===== src/rtl/floating_point_square.sv =====
// floating_point_square: iterative x^2 for the 16-bit float format
// (sign[15], biased exponent[14:7] with bias 127, fraction[6:0] with an implicit 1).
// The mantissa product is built with a shift-add loop, one partial product per cycle.
// Zero, denormal, infinity and NaN operands bypass the loop.
//
// state   | meaning
// --------+--------------------------------------------------------------
// IDLE    | waiting for square_start; operand captured on acceptance
// SPECIAL | zero/denormal/inf/NaN operand; result written on the next edge
// CALC    | shift-add multiply, counter 0..7, one partial product per cycle
// DONE    | normalize the product, write num_o, pulse valid_o
module floating_point_square (
    input  logic        clk,
    input  logic        rst,
    input  logic        square_start,
    input  logic [15:0] num_i,
    output logic [15:0] num_o,
    output logic        valid_o,
    output logic        error_o,
    output logic        busy_o
);

    typedef enum logic [1:0] {
        S_IDLE    = 2'd0,
        S_SPECIAL = 2'd1,
        S_CALC    = 2'd2,
        S_DONE    = 2'd3
    } state_t;

    localparam logic [15:0] RES_ZERO = 16'h0000;
    localparam logic [15:0] RES_INF  = 16'h7F80;
    localparam logic [15:0] RES_NAN  = 16'h7FC0;

    state_t      state_q, state_d;
    logic [7:0]  exp_q;
    logic [6:0]  frac_q;
    logic [7:0]  mult_q;
    logic [15:0] acc_q;
    logic [2:0]  cnt_q;
    logic [15:0] num_q;
    logic        valid_q;
    logic        error_q;

    logic        accept;
    logic        operand_special;
    logic [7:0]  mant;
    logic [15:0] partial;
    logic        write_en;
    logic [15:0] res_num;
    logic        res_err;
    logic signed [9:0] exp_res;
    logic [6:0]  norm_frac;

    assign accept          = (state_q == S_IDLE) && square_start;
    assign operand_special = (num_i[14:7] == 8'd0) || (num_i[14:7] == 8'hFF);
    assign mant            = {1'b1, frac_q};
    assign partial         = {8'd0, mant} << cnt_q;

    // State register
    always_ff @(posedge clk or posedge rst) begin
        if (rst) begin
            state_q <= S_IDLE;
        end else begin
            state_q <= state_d;
        end
    end

    // Next-state logic; starts outside IDLE are dropped
    always_comb begin
        state_d = state_q;
        case (state_q)
            S_IDLE: begin
                if (square_start) begin
                    state_d = operand_special ? S_SPECIAL : S_CALC;
                end
            end
            S_SPECIAL: state_d = S_IDLE;
            S_CALC: begin
                if (cnt_q == 3'd7) begin
                    state_d = S_DONE;
                end
            end
            S_DONE:  state_d = S_IDLE;
            default: state_d = S_IDLE;
        endcase
    end

    // Output decode: busy flag and the result to be written this cycle
    always_comb begin
        busy_o   = (state_q != S_IDLE);
        write_en = 1'b0;
        res_num  = RES_ZERO;
        res_err  = 1'b0;
        case (state_q)
            S_SPECIAL: begin
                write_en = 1'b1;
                if (exp_q == 8'hFF) begin
                    res_num = (frac_q == 7'd0) ? RES_INF : RES_NAN;
                    res_err = 1'b1;
                end
            end
            S_DONE: begin
                write_en = 1'b1;
                if (exp_res >= 10'sd255) begin
                    res_num = RES_INF;
                    res_err = 1'b1;
                end else if (exp_res <= 10'sd0) begin
                    res_num = RES_ZERO;
                end else begin
                    res_num = {1'b0, exp_res[7:0], norm_frac};
                end
            end
            default: ;
        endcase
    end

    // Normalization: product of two 1.x mantissas lies in [1,4); bit 15 marks [2,4)
    always_comb begin
        exp_res   = $signed({1'b0, exp_q, 1'b0}) - 10'sd127 + (acc_q[15] ? 10'sd1 : 10'sd0);
        norm_frac = acc_q[15] ? acc_q[14:8] : acc_q[13:7];
    end

    // Operand capture and shift-add multiply datapath
    always_ff @(posedge clk or posedge rst) begin
        if (rst) begin
            exp_q  <= 8'd0;
            frac_q <= 7'd0;
            mult_q <= 8'd0;
            acc_q  <= 16'd0;
            cnt_q  <= 3'd0;
        end else if (accept) begin
            exp_q  <= num_i[14:7];
            frac_q <= num_i[6:0];
            mult_q <= {1'b1, num_i[6:0]};
            acc_q  <= 16'd0;
            cnt_q  <= 3'd0;
        end else if (state_q == S_CALC) begin
            if (mult_q[0]) begin
                acc_q <= acc_q + partial;
            end
            mult_q <= mult_q >> 1;
            cnt_q  <= cnt_q + 3'd1;
        end
    end

    // Result registers: num_o holds between writes, valid/error pulse for one cycle
    always_ff @(posedge clk or posedge rst) begin
        if (rst) begin
            num_q   <= RES_ZERO;
            valid_q <= 1'b0;
            error_q <= 1'b0;
        end else begin
            valid_q <= write_en;
            error_q <= write_en && res_err;
            if (write_en) begin
                num_q <= res_num;
            end
        end
    end

    assign num_o   = num_q;
    assign valid_o = valid_q;
    assign error_o = error_q;

endmodule


===== config.mk =====
export PLATFORM = sky130hd
export DESIGN_NAME = floating_point_square
export DESIGN_NICKNAME = d
export VERILOG_FILES = /design/src/rtl/floating_point_square.sv
export SDC_FILE = /design/constraint.sdc
export NUM_CORES = 1
export LEC_CHECK = 0
export ABC_CLOCK_PERIOD_IN_PS = 3500
export CAP_MARGIN = 20
export CORE_UTILIZATION = 40
export CTS_CLUSTER_DIAMETER = 50
export CTS_CLUSTER_SIZE = 30
export DETAILED_ROUTE_END_ITERATION = 10
export PLACE_DENSITY = 0.65
export SYNTH_ARGS = -nofsm -noshare
export SYNTH_HDL_FRONTEND = slang
export SYNTH_SLANG_ARGS = --single-unit
export TNS_END_PERCENT = 30

===== constraint.sdc =====
create_clock -name clk -period 3.5 [get_ports clk]
set_clock_uncertainty 0.15 [all_clocks]
set_input_delay 0.35 -clock clk [delete_from_list [all_inputs] [get_ports clk]]
set_output_delay 0.35 -clock clk [all_outputs]
set_load 0.02 [all_outputs]

# Yosys cells after proc, flatten, opt, wreduce, memory -nomap -nowiden
# Index checks and enable logic that the tools add are counted.
# classes
n_eq_ne	8
add_sub_neg	4
mux	22
order_cmp	2
n_reduce_logical	12
shift	1
# op_table
cell	count
two-way mux 16 bit	3
two-way mux 15 bit	3
case mux 15 bit (2 select lines)	1
adder 16 bit	1
== test 8 bit (second input constant)	2
two-way mux 8 bit	2
left shift 8 x 3 -> 16 bit	1
two-way mux 7 bit	2
adder 10 x 2 -> 10 bit	1
greater-or-equal comparator 10 x 9 -> 1 bit (second input constant)	1
less-or-equal comparator 10 x 1 -> 1 bit (second input constant)	1
subtractor 9 x 7 -> 10 bit (second input constant)	1
zero test 8 bit	1
zero test 7 bit	1
two-way mux 2 bit	3
two-way mux 3 bit	2
case mux 2 bit (3 select lines)	1
nonzero test 2 bit	3
== test 2 bit (second input constant)	2
two-way mux 1 bit	4
inequality test 2 bit (second input constant)	2
AND reduction 2 bit	2
adder 3 x 1 -> 3 bit (second input constant)	1
== test 3 bit (second input constant)	1
other kinds (6)	7
# totals
word_cells	58
regBits	62

# Logic depth before layout (Yosys ltp)
# depth
depth_word	6
depth_mapped	12
depth_no_buf	10

# Worst setup path before layout
# OpenSTA, ideal clock, no wires.
# synth_path
path_type	register to register
from	register cnt_q[1]
to	register acc_q[13]
setup_ps	122
t_required_ps	3228
t_arrival_ps	2819
setup_slack_ps	410
stages_incl_launch_ff	12
path_cell_list	dfrtp_1 clkbuf_1 mux2i_1 nand2_1 nand2_1 o22ai_1 ha_1 a21o_1 nor3_1 a211oi_1 or3_1 a32o_1
# synth_via
elab_chain_cells	5
# synth_lines
item	line_no	text
start, declared	39	logic [2:0] cnt_q;
start signal, assigned	142	cnt_q <= cnt_q + 3'd1;
left shift 8 x 3 -> 16 bit	57	assign partial = {8'd0, mant} << cnt_q;
adder 16 bit	139	acc_q <= acc_q + partial;
two-way mux 16 bit	138	if (mult_q[0]) begin
two-way mux 16 bit	137	end else if (state_q == S_CALC) begin
two-way mux 16 bit	131	end else if (accept) begin
end signal, assigned	139	
end, declared	38	logic [15:0] acc_q;
# Every way passes these cells. The select of a mux whose other input is x is not followed.
# A chain may end at the register's enable or synchronous reset.

# Worst setup path after layout
# Same ends and word-level chain as after synthesis.

==> impl_metrics.yaml <==
outcome:
  status: "finished, final reports clean"
clock_network:
  h-tree-depth: 3
  cts-root-buf: "clkbuf_8"
  cts_tree: "built"
  cts_num_sinks: 61
  clk_pin_slew_ps: 70
  clk_latency_ps: 330
  cts_setup_buffers: 0
  cts_inserted_buffers: 9
  hold_buffers: 0
  cts_buffer_depth: 2
synthesis:
  postSynthNetCount: 483
  synth_edf_count: 0
  syn_area_per_cell_um2: 8.98
  synthArstFlopShare_pct: 100
  synth_top_family_by_area: "simple AND/OR/NAND/NOR gates"
  yosysUniqueCellTypes: 65
  synth_xor_area_share_pct: 2.42
  synth_area_leaders: "dfrtp_1 (38%), nand2_1 (6.8%), ha_1 (6.3%)"
  syn_inst: 443
  synth.top_cell.area_share_pct: 38.4
  synth.largest_area_cell: "dfrtp_1"
  yosys_warnings: 0
  synth-simple-area-share_pct: 21.3
  synth_common_cells: "nand2_1 (72), dfrtp_1 (61), o21ai_0 (26), a21oi_1 (23)"
  synth_mux_area_share_pct: 5.97
  synth_most_common_cell: "nand2_1"
  yosysSeqAreaShare_pct: 38.4
  synth_ff_type: "dfrtp_1"
  synth-adder-area-share_pct: 6.79
  ys_seq_elements: 61
  synth_compound_area_share_pct: 20.3
  syn_area_mm2: 0.00398
final_layout:
  nNetsFinal: 512
  layout-drive-gt1-share_pct: 9.03
  syn2layout_area_growth_pct: 16.8
  fin_util_pct: 48.0
  fillers: 948
  diodes: 0
routing:
  post_drt_wl_per_cell_um: 15.2
  drt-initial-drc-count: 100
  vias: 3358
  routed_wl_mm: 9.28
  via_per_inst: 5.51
  route.detailed.drc: 0
  drtPass1Iterations: 4
  postRouteAntennaNets: 0
critical_path:
  slowest_stage: "dfrtp_2"
  critPathKind: "reg -> reg"
  critPathMaxFanout: 14
  arrival_ps: 3240
  cp_data_required_time_ps: 3560
  critPathCaptureType: "register"
  slowest_delay_ps: 530
  cpMostUsedCell: "mux2i_1"
  cp_cell_sequence: "mux2i_1 > mux2i_1 > mux2_2 > ha_1 > a21oi_1 > o21ai_0 > a31o_2 > or3_1 > a32o_1"
  crit_path_start_kind: "register"
floorplanning:
  chipWidth_um: 102
  start_util_pct: 41.1
  design.core.area_mm2: 0.00968
  ios: 38
  dieArea_mm2: 0.0104
  dieHeight_um: 102
  core.rowCount: 36
sta:
  hold_ws_ps: 168
  period_share_pct: 90.8
  layout_min_cycle_time_ps: 3180
  setup_violations: 0
  fin_ws_ps: 324
  fmax_mhz: 315
  rsz0062_at_grt: "false"
  relSlewSlack_pct: 59.4
  tns_ps: 0
  worstMarginPinSlew_ps: 605
  hold_violations: 0
  drv_slew: 0
pwr:
  ir_worst_vdd_mv: 0.344
  cellLeakagePower_nw: 2.06
  power_density_mw_per_mm2: 971
global_route:
  grt_pass1_vias: 3237
  antenna_found_initial: 0
  grt_max_degree: 28
  grt.total_usage_pct: 19.2
  grt_pass1_wl_mm: 15.6
  grt_overflow_total: 0
placed_design:
  io_buffers: 35
  gp_congestion: 0.862
  hpwlAfterDp_mm: 6.75
  pre_cts_ws_ps: 227
flow_run:
  max_cap_violations: 0
worst_hold_path:
  hp-class: "in -> async"
==> worst max-delay path: cells and delay by family, from the launching register on <==
kind,cells,cell delay (ps)
simple gates,1,300
compound gates,4,1010
flops,1,530
mux,3,710
fa+ha+maj,1,360
==> power breakdown <==
group / switching, mW / internal (mW)
Clock: 0.281 / 0.344
Combinational: 1.35 / 1.14
Sequential: 0.393 / 1.00
Total: 2.02 / 2.49
==> cells by family after synthesis <==
logic type	count (synthesis)
simple gates	165
compound gates	117
flops	61
buf+inv	44
mux	23
fa+ha+maj	21
xor+xnor	11
other cells	1
==> cell usage in the layout, fill, tap and decap left out, types with 4 or more instances in the layout <==
cell,n
a211oi_1,4
a21o_1,9
a21oi_1,23
a22o_1,4
a22oi_1,6
a32o_1,4
and2_1,4
and4_1,4
buf_4,12
clkbuf_8,10
clkdlybuf4s50_1,35
dfrtp_1,60
ha_1,20
inv_1,14
mux2_2,6
mux2i_1,17
nand2_1,72
nand2b_1,10
nand3_1,10
nand4_1,6
nor2_1,14
nor2b_1,10
nor3_1,5
nor3b_1,4
nor4_1,6
o2111ai_1,8
o21ai_0,26
o22ai_1,9
or3_1,4
xnor2_1,8
==> repair_timing <==
item,4_1_cts,5_1_grt
resized for setup,0,1
setup endpoints to repair,0,1
endpoints found under the hold margin,0,0
==> layout make-up <==
| type | count | area, µm² | area share, % |
|---|---|---|---|
| Sequential cell | 61 | 1530 | 32.9 |
| Inverter | 15 | 56.3 | 1.21 |
| Clock buffer | 11 | 141 | 3.04 |
| Clock inverter | 4 | 48.8 | 1.05 |
| Timing Repair Buffer | 47 | 440 | 9.48 |
| Tap cell | 133 | 166 | 3.58 |
| Multi-Input combinational cell | 338 | 2260 | 48.7 |
==> metrics by stage <==
stage / instances / power (mW) / cell area (µm²)
after floorplan: 443 / 3.19 / 3980
after global placement: 594 / 3.81 / 4450
after detailed placement: 594 / 3.88 / 4450
after CTS: 609 / 4.52 / 4640
after global routing: 609 / 4.91 / 4650
final: 609 / 4.51 / 4650
==> sequential cells by signal, summed over array words and instances (netlist names) <==
| register | count |
|---|---|
| exp_q | 8 |
| acc_q | 16 |
| frac_q | 7 |
| num_o | 15 |
| cnt_q | 3 |
| state_q | 2 |
| valid_o | 1 |
| error_o | 1 |
| mult_q | 8 |
==> worst paths after layout <==
path / end / cells after the start / slack (ps) / start
max: acc_q[13] / 9 / 320 / cnt_q[1]
min: acc_q[14] / 2 / 170 / rst
max reg2reg: acc_q[13] / 9 / 320 / cnt_q[1]
min reg2reg: acc_q[4] / 2 / 350 / acc_q[4]
max in group asynchronous: cnt_q[1] / 3 / 2320 / rst
min in group clk: acc_q[4] / 2 / 350 / acc_q[4]
==> per-layer routing <==
layer,routed length (µm),GRT usage (%),vias up
met4,78,6.02,0
met2,4340,31.5,46
met5,0,0,-
li1,-,-,1686
met1,4600,25.8,1618
met3,257,3.17,8
No activity file was read; power rests on OpenSTA's default activity.
==> patch 1 (same flow settings) <==
Put one more register stage on the output `num_o`. The value now appears one clock later. The other outputs are not delayed to match. Comments in the files are not updated.
--- a/src/rtl/floating_point_square.sv
+++ b/src/rtl/floating_point_square.sv
@@ -158,7 +158,9 @@
         end
     end
 
-    assign num_o   = num_q;
+    always_ff @(posedge clk) begin
+        num_o <= num_q;
+    end
     assign valid_o = valid_q;
     assign error_o = error_q;
 
Function: changed (a bounded check fails within 4 cycles, from zero or initial values and one cycle with rst high).
==> patch 1 against the original RTL <==
- total power up 10%
- first-iteration DRC count is 64% higher
- synthesized cell count up 3.4%
- sequential power rose by 14%
- clock power up 36%
- design area grew 7.8%
- count of clock-buffer cells in the layout stayed put
- area after synthesis is 7.5% higher
- sequential cell count is 15 higher
- critical path type unchanged
- wire length is 4.0% higher
- setup slack worse by 0.053 ns
- global-route usage about the same
==> patch 1: results (changes against the original RTL) <==
- CTS Buf Count: 9 (unchanged)
- CP Launch Type: flip-flop (unchanged)
- CP delay by family, top: compound AO/OA/AOI/OAI gates (unchanged)
- Sequential area share after synthesis: 0.427 (was 0.384)
- Dpl hpwl: 6.76 mm (was 6.75 mm)
- # diodes: 0 (unchanged)
- GRT Total Usage: 0.192 (about the same)
- Reg-to-reg slack, setup: 0.27 ns (was 0.32 ns)
- Max stage delay cell, worst path: dfrtp_1 (was dfrtp_2)
- Syn Nets: 498 (was 483)
- Critical path peak fanout: 14 (unchanged)
- Ys async rst share: 0.803 (was 1.00)
- Worst-path clk slew: 0.09 ns (was 0.07 ns)
- Clk root buf: clkbuf_8 (unchanged)
- Number of global-route vias before repair: 3542 (was 3237)
- Skew-Pair Late Insertion Delay: 0.37 ns (was 0.33 ns)
- Largest net degree at the start of global routing: 33 (was 28)
- Post-CTS setup buffers: 0 (unchanged)
- Final Wtd Congestion: 0.846 (was 0.862)
- WL/cell: 15.4 um (was 15.2 um)
- Netlist cell types: 66 (was 65)
- 1st-pass router iterations: 4 (unchanged)
- Worst Hold Class: primary input to async pin (unchanged)
- Starting DRT DRC Count: 164 (was 100)
- First-pass GRT wire length: 17.0 mm (was 15.6 mm)
- DR vias/cell: 5.55 (was 5.51)
- Nets: 527 (was 512)
- Synthesis Warnings: 0 (unchanged)
- Static Leak: 2.21 nW (was 2.06 nW)
- Antenna violations before repair: 0 (unchanged)
- Placed cells: 612 (was 594)
- H-tree depth: 3 (unchanged)
- Clock Tree Buf Depth: 2 (unchanged)
- Post-synth top cells: nand2_1 (72), dfrtp_1 (61), o21ai_0 (26) (unchanged)
- Run status: completed (unchanged)
- Worst reg2reg path depth: 9 (unchanged)
- Gates resized, CTS repair: 0 (unchanged)
- Port-buffer cells: 35 (unchanged)
- Synth area leaders: dfrtp_1 (36%), dfxtp_1 (7.0%), nand2_1 (6.3%) (was dfrtp_1 (38%), nand2_1 (6.8%), ha_1 (6.3%))
- Top Registers: acc_q: 16 flops, num_o: 15 flops, num_q: 15 flops
- Finished Layout Cells: 628 (was 609)
- CP peak stage delay: 0.66 ns (was 0.53 ns)
- # fillers: 1003 (was 948)
- Reg2Reg Capture Point: acc_q[13] (unchanged)
- R2R Path Start: cnt_q[1] (unchanged)
- Layout cells sized above 1: 0.0874 (was 0.0903)
- Crit end category: flip-flop (unchanged)
- Syn Area/Cell: 9.34 um2 (was 8.98 um2)
- Max-slew headroom: 0.423 (was 0.594)
- Peak supply drop: 0.000287 V (was 0.000344 V)
==> patch 1: cell families (layout without fill, tap and decap cells) <==
family	Yosys count	in the layout	share of synthesized area
simple gates	165	165	0.198
compound gates	117	117	0.189
flops	76	76	0.427
buf+inv	44	78	0.0439
mux	23	23	0.0556
fa+ha+maj	21	21	0.0632
xor+xnor	11	11	0.0225
other cells	1	1	0.000876
==> patch 1: cell type report <==
type | count | area share
multi-input combinational | 338 | 0.452
sequential | 76 | 0.365
timing repair buffer | 47 | 0.0880
tap | 136 | 0.0340
clock buffer | 11 | 0.0282
clock inverter | 5 | 0.0215
inverter | 15 | 0.0112
==> patch 1: through the flow <==
step | setup slack, ns | instance area, um2 | hold slack (ns) | util
finish | 0.271 | 5010 | 0.218 | 0.483
global route | 0.0643 | 5010 | 0.238 | 0.483
CTS | 0.284 | 5010 | 0.223 | 0.483
detailed placement | 0.308 | 4760 | 0.206 | 0.459
global placement | 0.370 | 4760 | 0.203 | 0.459
floorplan | 0.410 | 4280 | 0.197 | -
==> patch 1: report_power, final <==
part | internal [mW] | total, mW | switching, mW | leakage (nW)
sequential | 1.24 | 1.60 | 0.363 | 0.908
clock | 0.497 | 0.847 | 0.350 | 0.124
combinational | 1.14 | 2.53 | 1.38 | 1.18
total | 2.88 | 4.98 | 2.10 | 2.21
==> patch 1: layer usage <==
| layer | vias up | track usage | share of wire |
|---|---|---|---|
| met1 | 1686 | 0.255 | 0.48 |
| met5 | - | 0 | 0 |
| met4 | 0 | 0.0785 | 0.017 |
| met3 | 17 | 0.0365 | 0.038 |
| met2 | 65 | 0.308 | 0.46 |
| li1 | 1715 | - | - |
==> patch 2 (same settings) <==
Without the edit above. The 4 states of `state_t` get a Gray code encoding in 2 bits.
--- a/src/rtl/floating_point_square.sv
+++ b/src/rtl/floating_point_square.sv
@@ -21,10 +21,10 @@
 );
 
     typedef enum logic [1:0] {
-        S_IDLE    = 2'd0,
-        S_SPECIAL = 2'd1,
-        S_CALC    = 2'd2,
-        S_DONE    = 2'd3
+        S_IDLE    = 2'b00,
+        S_SPECIAL = 2'b01,
+        S_CALC    = 2'b11,
+        S_DONE    = 2'b10
     } state_t;
 
     localparam logic [15:0] RES_ZERO = 16'h0000;
Function: no difference found for any inputs over 10 cycles, from zero or initial values and one cycle with rst high; not proved beyond that.
==> patch 2 against the original RTL <==
- utilization rose by 0.61 points
- count of clock-buffer cells in the layout fell by 1
- critical endpoint is now acc_q[10]
- setup slack improved by 0.13 ns
- area after synthesis fell by 2.2%
- combinational power fell by 29%
- design area fell by 2.5%
- sequential cell count did not move
- highest routed layer unchanged
- maximum frequency rose by 4.2%
- total power fell by 19%
- wire length fell by 13%
==> patch 2: results (changes against the original RTL) <==
- CTS Buf Count: 9 (unchanged)
- Syn Nets: 462 (was 483)
- Number of global-route vias before repair: 3016 (was 3237)
- Run status: completed (unchanged)
- Worst hold slack: 0.347 ns (was 0.168 ns)
- Syn Area/Cell: 9.33 um2 (was 8.98 um2)
- DR vias/cell: 5.21 (was 5.51)
- First-pass GRT wire length: 14.1 mm (was 15.6 mm)
- Reg2Reg Capture Point: acc_q[10] (was acc_q[13])
- Peak supply drop: 0.000343 V (was 0.000344 V)
- GRT Total Usage: 0.177 (was 0.192)
- Sequential area share after synthesis: 0.392 (was 0.384)
- Post-layout util: 0.486 (was 0.480)
- Skew-Pair Late Insertion Delay: 0.35 ns (was 0.33 ns)
- Finished Layout Cells: 584 (was 609)
- # fillers: 901 (was 948)
- Placed cells: 568 (was 594)
- Netlist cell types: 64 (was 65)
- Hold Crit Depth: 1
- Worst-margin pin slew: 0.899 ns (was 0.605 ns)
- Layout cells sized above 1: 0.0879 (was 0.0903)
- Final WL: 8.11 mm (was 9.28 mm)
- Nets: 495 (was 512)
- Post-synth top cells: nand2_1 (74), dfrtp_1 (61), ha_1 (25), inv_1 (25), mux2i_1 (25) (was nand2_1 (72), dfrtp_1 (61), o21ai_0 (26))
- Pre-CTS WS: 0.344 ns (was 0.227 ns)
- H-tree depth: 3 (unchanged)
- Dpl hpwl: 6.02 mm (was 6.75 mm)
- Worst Hold Class: flip-flop to flip-flop (was primary input to async pin)
- Final Wtd Congestion: 0.823 (was 0.862)
- Static Leak: 2.06 nW (about the same)
- Largest net degree at the start of global routing: 45 (was 28)
==> patch 2: metal layers <==
layer / GRT usage / share of wire / vias to the layer above
met1: 0.240 / 0.50 / 1440
met4: 0.0758 / 0.014 / 0
li1: - / - / 1551
met3: 0.0277 / 0.029 / 8
met2: 0.280 / 0.46 / 44
met5: 0 / 0 / -
==> patch 2: worst max path at each step <==
| stage | start | slack, ns | to | cells after the start |
|---|---|---|---|---|
| 5_1_grt | cnt_q[1] | 0.15 | acc_q[10] | 10 |
| 3_5_place_dp | cnt_q[1] | 0.34 | acc_q[10] | 10 |
| 3_3_place_gp | cnt_q[1] | 0.43 | acc_q[10] | 10 |
| 4_1_cts | cnt_q[1] | 0.31 | acc_q[10] | 10 |
| 2_1_floorplan | cnt_q[0] | 0.53 | acc_q[10] | 12 |
| 6_report | cnt_q[1] | 0.45 | acc_q[10] | 10 |
==> patch 2: worst max-delay path, stage by stage (launching register included) <==
cell and delay, ns:
dfrtp_2 0.53, mux2i_1 0.27, mux2i_1 0.13, o2bb2ai_1 0.16, ha_1 0.32, a21oi_1 0.26
o211ai_1 0.20, a31oi_1 0.29, o21ai_0 0.21, xor2_1 0.18, a22o_1 0.21
==> patch 2: final cells by class <==
class	count	share of cell area
inverters	26	0.0215
multi-input cells	310	0.473
clock buffers	10	0.0304
clock inverters	6	0.0138
flip-flops and latches	61	0.337
well taps	129	0.0356
repair buffers	42	0.0889
==> patch 2: cell families after synthesis <==
group | Yosys count | synth area share
mux | 29 | 0.0759
fa+ha+maj | 26 | 0.0855
other cells | 1 | 0.000963
flops | 61 | 0.392
xor+xnor | 19 | 0.0428
compound gates | 103 | 0.184
buf+inv | 46 | 0.0575
simple gates | 132 | 0.161
==> patch 2: power breakdown <==
group / internal (mW) / leakage, nW / switching, mW
logic: 0.790 / 1.16 / 0.984
clock network: 0.347 / 0.106 / 0.291
registers: 0.949 / 0.795 / 0.286
total: 2.09 / 2.06 / 1.56
